--- src/rtl/tdm_pkg.sv ---
// Shared TDM definitions: lane count, select width and receive FSM states.
package tdm_pkg;
  localparam int LANES = 4;
  localparam int SEL_W = 2;

  typedef enum logic {HUNT, LOCKED} demux_state_t;
endpackage

--- src/rtl/slot_counter.sv ---
// Mod-4 slot index with clear, load-to-1 and increment; wrap flags the 3->0 step.
module slot_counter
  import tdm_pkg::*;
(
  input  logic             clk,
  input  logic             rst,
  input  logic             clr_i,
  input  logic             load1_i,
  input  logic             inc_i,
  output logic [SEL_W-1:0] cnt_o,
  output logic             wrap_o
);
  logic [SEL_W-1:0] cnt_q, cnt_d;

  // Clear beats load, load beats increment.
  always_comb begin
    cnt_d = cnt_q;
    if (clr_i)        cnt_d = '0;
    else if (load1_i) cnt_d = SEL_W'(1);
    else if (inc_i)   cnt_d = cnt_q + SEL_W'(1);
  end

  assign wrap_o = inc_i & ~load1_i & ~clr_i & (cnt_q == SEL_W'(LANES - 1));
  assign cnt_o  = cnt_q;

  // Counter register.
  always_ff @(posedge clk) begin
    if (rst) cnt_q <= '0;
    else     cnt_q <= cnt_d;
  end
endmodule

--- src/rtl/tdm_demux_1x4.sv ---
// 1:4 TDM demultiplexer: aligns on sync, assembles four slots, emits a registered frame.
module tdm_demux_1x4
  import tdm_pkg::*;
#(
  parameter int WIDTH = 1
) (
  input  logic                   clk,
  input  logic                   rst,
  input  logic [WIDTH-1:0]       Y,
  input  logic                   sync,
  input  logic                   en,
  output logic [LANES*WIDTH-1:0] in,
  output logic [SEL_W-1:0]       S,
  output logic                   valid,
  output logic                   sync_err
);
  // Slot 3 never needs a shadow: it goes straight into the output word.
  typedef logic [LANES-2:0][WIDTH-1:0] shadow_t;

  demux_state_t             state_q, state_d;
  shadow_t                  shadow_q, shadow_d;
  logic [LANES*WIDTH-1:0]   in_q, in_d;
  logic                     valid_q, err_q, err_d;
  logic                     clr, load1, inc, wrap;
  logic [SEL_W-1:0]         slot;

  slot_counter u_slot (
    .clk     (clk),
    .rst     (rst),
    .clr_i   (clr),
    .load1_i (load1),
    .inc_i   (inc),
    .cnt_o   (slot),
    .wrap_o  (wrap)
  );

  // Next-state, shadow capture, frame assembly and error detection.
  always_comb begin
    state_d  = state_q;
    shadow_d = shadow_q;
    in_d     = in_q;
    err_d    = 1'b0;
    clr      = 1'b0;
    load1    = 1'b0;
    inc      = 1'b0;
    case (state_q)
      HUNT: begin
        if (en && sync) begin
          shadow_d[0] = Y;
          load1       = 1'b1;
          state_d     = LOCKED;
        end
      end
      LOCKED: begin
        if (en) begin
          if (sync) begin
            // Sync anywhere but slot 0 restarts the frame at this sample.
            err_d       = (slot != '0);
            shadow_d[0] = Y;
            load1       = 1'b1;
          end else if (slot == '0) begin
            // Expected a frame marker; alignment is lost.
            err_d   = 1'b1;
            clr     = 1'b1;
            state_d = HUNT;
          end else begin
            inc = 1'b1;
            for (int k = 1; k < LANES - 1; k++)
              if (slot == SEL_W'(k)) shadow_d[k] = Y;
            if (slot == SEL_W'(LANES - 1)) in_d = {Y, shadow_q};
          end
        end
      end
      default: begin
        state_d = HUNT;
        clr     = 1'b1;
      end
    endcase
  end

  // State, shadow lanes and registered outputs.
  always_ff @(posedge clk) begin
    if (rst) begin
      state_q  <= HUNT;
      shadow_q <= '0;
      in_q     <= '0;
      valid_q  <= 1'b0;
      err_q    <= 1'b0;
    end else begin
      state_q  <= state_d;
      shadow_q <= shadow_d;
      in_q     <= in_d;
      valid_q  <= wrap;
      err_q    <= err_d;
    end
  end

  assign in       = in_q;
  assign S        = slot;
  assign valid    = valid_q;
  assign sync_err = err_q;
endmodule

--- config.mk ---
export PLATFORM = sky130hd
export DESIGN_NAME = tdm_demux_1x4
export DESIGN_NICKNAME = d
export VERILOG_FILES = /design/src/rtl/tdm_pkg.sv /design/src/rtl/slot_counter.sv /design/src/rtl/tdm_demux_1x4.sv
export SDC_FILE = /design/constraint.sdc
export NUM_CORES = 1
export LEC_CHECK = 0
export CORE_AREA = 2 2 39 41
export CTS_BUF_LIST = sky130_fd_sc_hd__clkbuf_4 sky130_fd_sc_hd__clkbuf_8
export DETAILED_ROUTE_END_ITERATION = 6
export DIE_AREA = 0 0 41 43
export GPL_ROUTABILITY_DRIVEN = 0
export PLACE_DENSITY = 0.8
export SLEW_MARGIN = 10
export SYNTH_ARGS = -nofsm -noshare
export SYNTH_HDL_FRONTEND = slang
export SYNTH_SLANG_ARGS = --single-unit
--- constraint.sdc ---
create_clock -name clk -period 1.9 [get_ports clk]
set_input_delay 0.475 -clock clk [delete_from_list [all_inputs] [get_ports clk]]
set_output_delay 0.475 -clock clk [all_outputs]
set_load 0.03 [all_outputs]
==> results of run 1 <==
## path summary, 6_finish.rpt
kind              startpoint           to  slack (ns)
max          u_slot.cnt_o[1]         S[1]        0.07
min              shadow_q[0]  shadow_q[0]        0.47
max reg2reg  u_slot.cnt_o[0]        in[3]        0.31
min reg2reg      shadow_q[0]  shadow_q[0]        0.47
## per-layer routing
layer,part of all wire,track usage
met1,0.42,0.169
met2,0.49,0.225
met3,0.036,0.0471
met4,0.050,0.140
met5,0,0
## cells by family (layout without fill, tap and decap cells)
logic type	Yosys count	in the layout
flip-flops	12	12
buffers and inverters	7	23
AO/OA/AOI/OAI	7	7
AND/OR/NAND/NOR	19	19
multiplexers	7	7
adder cells (fa/ha/maj)	6	6
## cell usage after synthesis, drive strengths merged
cell type / instances
a21oi: 3
buf: 3
nor3: 2
dfxtp: 12
nand4: 3
nor2: 9
mux2i: 7
and4b: 1
a21o: 3
nand3: 2
nand2: 2
a31o: 1
inv: 4
ha: 6
## power groups by stage
stage,logic (W),clock network (W),registers (W)
after floorplan,0.0000319,0,0.000269
after global placement,0.0000522,0,0.000268
after detailed placement,0.0000532,0,0.000268
after CTS,0.0000542,0.000212,0.000262
after global routing,0.0000595,0.000225,0.000263
final,0.0000538,0.000204,0.000262
## flip-flops by register name (all words and copies together) (netlist names)
name and count:
u_slot.cnt_o 2, in 4, sync_err 1, shadow_q 3, valid 1, state_q 1
## repair_timing
action | CTS | global route
setup endpoints to repair | 0 | 1
hold endpoints to repair | 0 | 0
resized for setup | 0 | 1
## layout make-up
| class | count | area (sq um) |
|---|---|---|
| tap | 16 | 20.0 |
| sequential | 12 | 240 |
| timing repair buffer | 15 | 145 |
| clock buffer | 4 | 36.3 |
| fill | 127 | 637 |
| multi-input combinational | 39 | 290 |
| inverter | 4 | 15.0 |
## placed cells by master, fill, tap and decap left out
| cell type | netlist | routed |
|---|---|---|
| dfxtp_1 | 12 | 12 |
| clkdlybuf4s50_1 | 0 | 11 |
| nor2_1 | 9 | 9 |
| mux2i_1 | 7 | 7 |
| ha_1 | 6 | 6 |
| inv_1 | 4 | 4 |
| a21oi_1 | 3 | 3 |
| clkbuf_4 | 0 | 3 |
| buf_4 | 0 | 3 |
| a21o_1 | 2 | 2 |
| nand3_1 | 2 | 2 |
| nand4_1 | 2 | 2 |
| nor3_1 | 2 | 2 |
| nand2_1 | 2 | 2 |
| and4b_2 | 1 | 1 |
| a31o_1 | 1 | 1 |
| a21o_2 | 1 | 1 |
| nand4_2 | 1 | 1 |
| clkbuf_8 | 0 | 1 |
| dlymetal6s2s_1 | 0 | 1 |
## through the flow
| stage | hold slack (ns) | total power, W |
|---|---|---|
| after floorplan | 0.436 | 0.000300 |
| after global placement | 0.450 | 0.000320 |
| after detailed placement | 0.460 | 0.000321 |
| after CTS | 0.474 | 0.000528 |
| after global routing | 0.498 | 0.000547 |
| final | 0.468 | 0.000519 |
==> results.toml, run 1 <==
[drt]
ant_nets = 0
firstDrtPassIters = 4
routed_wl_um = 1020
viasPerCell = 4.99
detail_route.wl_per_cell_um = 11.3
drc = 0
drtIter0Drc = 6
route.vias.total = 449

[worst_setup_path]
critPathLaunchType = "flop"
endpoint_kind = "output pin"
slowest_stage = "clkdlybuf4s50_1"
arrival_ns = 1.36
cp_max_fo = 5
critPathKind = "reg2out"
crit_path_max_incr_delay_ns = 0.69
critPathRequiredTime_ns = 1.42
r2r_cells = 7
crit_cells = 1
crit_chain = "clkdlybuf4s50_1"
path_buf_inv = 1
cpLargestDelayFamily = "buffers and inverters"

[synthesis]
synthXorXnorAreaFrac = 0
synth_seq_area_share = 0.419
synthMuxAreaShare = 0.122
synthCells = 58
synthesis.nets = 69
synth.yosys.warnings = 0
syn_area_sq_um = 573
synth_top_area_share = 0.419
yosys.cell_types.count = 17
ys_top_cells_by_area = "dfxtp_1 (42%), ha_1 (13%), mux2i_1 (12%)"
avgSynthCellArea_sq_um = 9.88
synth_compound_area_frac = 0.0830
synth_top_family_by_area = "simple AND/OR/NAND/NOR gates"
synth_seq_cells = 12
yosys.area_share.simple = 0.170
synth_largest_area_cell = "dfxtp_1"
synth_fa_ha_area_frac = 0.131

[clock_network]
cts_root_buffer = "clkbuf_4"
post-cts-setup-buffer-count = 0
clk_pin_slew_ns = 0.07
clk_latency_ns = 0.28
cts-htree-levels = 1
cts_sinks = 12
hold_buffers = 0
tritoncts = "yes"
ctsLongestPathBuffers = 2
cts_inserted_buffers = 3

[sta]
finalCriticalPeriod_ns = 1.83
timing.final.ws_setup_ns = 0.0654
setup_viol = 0
clock.fmax_ghz = 0.545
tightestPinTransition_ns = 0.318
skew_ns = 0.00341
timing.final.crit_share = 0.966
hold_violations = 0
fin_tns_setup_ns = 0
slew_violations = 0
slew_headroom = 0.788

[floorplanning]
rows = 14
fp.dieH_um = 43
io_pins = 13
die_x_um = 41
floorplan.die_area_sq_um = 1760
start_util = 0.414
coreArea_sq_um = 1380

[grt]
grt_usage = 0.155
grt_max_degree = 10
grt_pass1_vias = 437
antenna_found_initial = 0
overflow = 0
grt_pass1_wl_um = 1760

[place]
place_inst = 86
placed_area_sq_um = 708
portBuffers = 12
dp_hpwl_um = 790
dpl_worst_slack_ns = 0.0930

[cells_and_area]
post-route-util = 0.540
drive_above_1_share = 0.135
final-instance-count-excl-fill = 90
final_area_sq_um = 747
final_nets = 86
area_delta_synth_final_pct = 30.3
diodes = 0

[run]
drv_cap = 0

[pwr]
netSwitchingPower_w = 0.000121
p_leak_nw = 0.382
vdd_drop_max_v = 0.000415
p_comb_frac = 0.104
p_seq_frac = 0.504
internal_power_w = 0.000399
power_density_nw_per_um2 = 695
power_frac_clock = 0.392
swShare = 0.232

[min_path]
hold_path_depth = 2
hp-class = "reg2reg"

[status]
outcome = "finished clean"
Note: power is estimated with default switching activity, not from simulation.
==> run 2: changes to the inputs <==
- CTS_CLUSTER_DIAMETER: not set -> 60
==> results of run 2 <==
No change in the layout: final DEF, timing and power equal those of run 1.
==> run 3: changes to the inputs <==
- PLACE_DENSITY: 0.8 -> 0.7
- SLEW_MARGIN: 10 -> not set
==> run 3 against run 2 <==
- cell area unchanged
- die area unchanged
- critical endpoint unchanged
- critical path depth unchanged
- highest routed layer unchanged
- sequential cell count unchanged
- first-iteration DRC count increased to 2.7 times the previous value
- largest cell class unchanged
- clock power decreased by 2%
- combinational power decreased by 2%
- sequential share of layout area unchanged
- largest power group unchanged
- core utilization unchanged
- final cell count unchanged
- fmax decreased by 0.31%
==> results.toml, run 3 (synthesis gave the netlist of run 1 again) <==
[worst_setup_path]
critPathKind = "reg2out"
cp_max_fo = 5
r2r_slack_ns = 0.28
cpLargestDelayFamily = "buffers and inverters"
crit_chain = "clkdlybuf4s50_1"
critPathLaunchType = "flop"
r2r_cells = 7
timing.rr.end = "in[3]"
path_buf_inv = 1
regToRegStartpoint = "u_slot.cnt_o[0]"
endpoint_kind = "output pin"
slowest_stage = "clkdlybuf4s50_1"
critPathRequiredTime_ns = 1.42
arrival_ns = 1.37
critPathLaunch = "u_slot.cnt_o[1]"
crit_path_max_incr_delay_ns = 0.70

[drt]
detail_route.wl_per_cell_um = 10.7
route.vias.total = 461
drtIter0Drc = 16
met3_length_um = 49
dr_wl_met2_um = 427
routed_wl_um = 961
wl_met1_um = 455
ant_nets = 0
firstDrtPassIters = 4
drc = 0
top_layer = "met4"
viasPerCell = 5.12

[cells_and_area]
diodes = 0
final_common_cell = "dfxtp_1"
final_nets = 86
drive_above_1_share = 0.135
area_delta_synth_final_pct = 30.3
final_cell_mix = "dfxtp_1 (12), clkdlybuf4s50_1 (11), nor2_1 (9)"
final-instance-count-excl-fill = 90
fillers = 124
largest_register_ff_count = 4
post-route-util = 0.540
final_area_sq_um = 747

[clock_network]
tritoncts = "yes"
cts_sinks = 12
cts-htree-levels = 1
ctsLongestPathBuffers = 2
clk_pin_slew_ns = 0.08
cts_inserted_buffers = 3
cts_root_buffer = "clkbuf_4"
clk_latency_ns = 0.27

[sta]
slew_headroom = 0.787
skew_ns = 0.00676
timing.final.crit_share = 0.969
finalCriticalPeriod_ns = 1.84
clock.fmax_ghz = 0.543
tightestPinTransition_ns = 0.319
fin_tns_setup_ns = 0
hold_violations = 0
slew_violations = 0
setup_viol = 0
grt_setup_unrepaired = "false"

[pwr]
power_w = 0.000515
p_leak_nw = 0.382
vdd_drop_max_v = 0.000448
power_density_nw_per_um2 = 689

[floorplanning]
die_x_um = 41
rows = 14
coreArea_sq_um = 1380
start_util = 0.414
io_pins = 13
floorplan.die_area_sq_um = 1760
fp.dieH_um = 43

[grt]
antenna_found_initial = 0
grt_max_degree = 10
grt_usage = 0.140
grt_pass1_wl_um = 1610
grt_pass1_vias = 376
overflow = 0

[min_path]
min_from = "shadow_q[0]"
hp-class = "reg2reg"
hold_path_depth = 2
hold_end = "shadow_q[0]"

[run]
drv_cap = 0

[place]
dp_hpwl_um = 738
place_inst = 86
placed_area_sq_um = 708
portBuffers = 12

[status]
outcome = "finished clean"
[run 3: cell counts in the layout (fill, tap and decap cells not counted)]
No cell type changed its count.
[run 3: worst max-delay path by stage]
stage	depth (start not counted)	slack [ns]	endpoint
finish	1	0.06	S[1]
CTS	1	0.04	S[0]
detailed placement	6	0.09	in[3]
global route	1	0.01	S[1]
floorplan	7	0.23	in[0]
global placement	6	0.10	in[3]
[run 3: layout make-up]
cell class                      instances  area [sq um]  area share
Tap cell                               16          20.0      0.0268
Clock buffer                            4          36.3      0.0486
Multi-Input combinational cell         39           290       0.389
Inverter                                4          15.0      0.0201
Sequential cell                        12           240       0.322
Timing Repair Buffer                   15           145       0.194
[run 3: worst min-delay path: stages, from the launching register on]
cell	delay, ns
dfxtp_1	0.31
nand2_1	0.05
a21oi_1	0.05
[run 3: through the flow]
step	worst slack [ns]	hold slack [ns]
global route	0.0104	0.474
global placement	0.101	0.456
CTS	0.0434	0.461
detailed placement	0.0941	0.454
floorplan	0.231	0.436
finish	0.0597	0.460
[run 3: report_power, final]
group / internal [W] / switching (W)
Combinational: 0.0000260 / 0.0000268
Clock: 0.000116 / 0.0000839
Sequential: 0.000256 / 0.00000607
[run 3: repair_timing]
item,CTS,global route
resized for setup,0,1
endpoints found under the setup margin,0,1
hold buffers,0,0
buffers inserted,0,0
[run 3: metal layers]
| metal | vias to the layer above | track usage |
|---|---|---|
| li1 | 231 | - |
| met3 | 6 | 0.0471 |
| met2 | 17 | 0.175 |
| met1 | 207 | 0.191 |
| met4 | 0 | 0.100 |
| met5 | - | 0 |
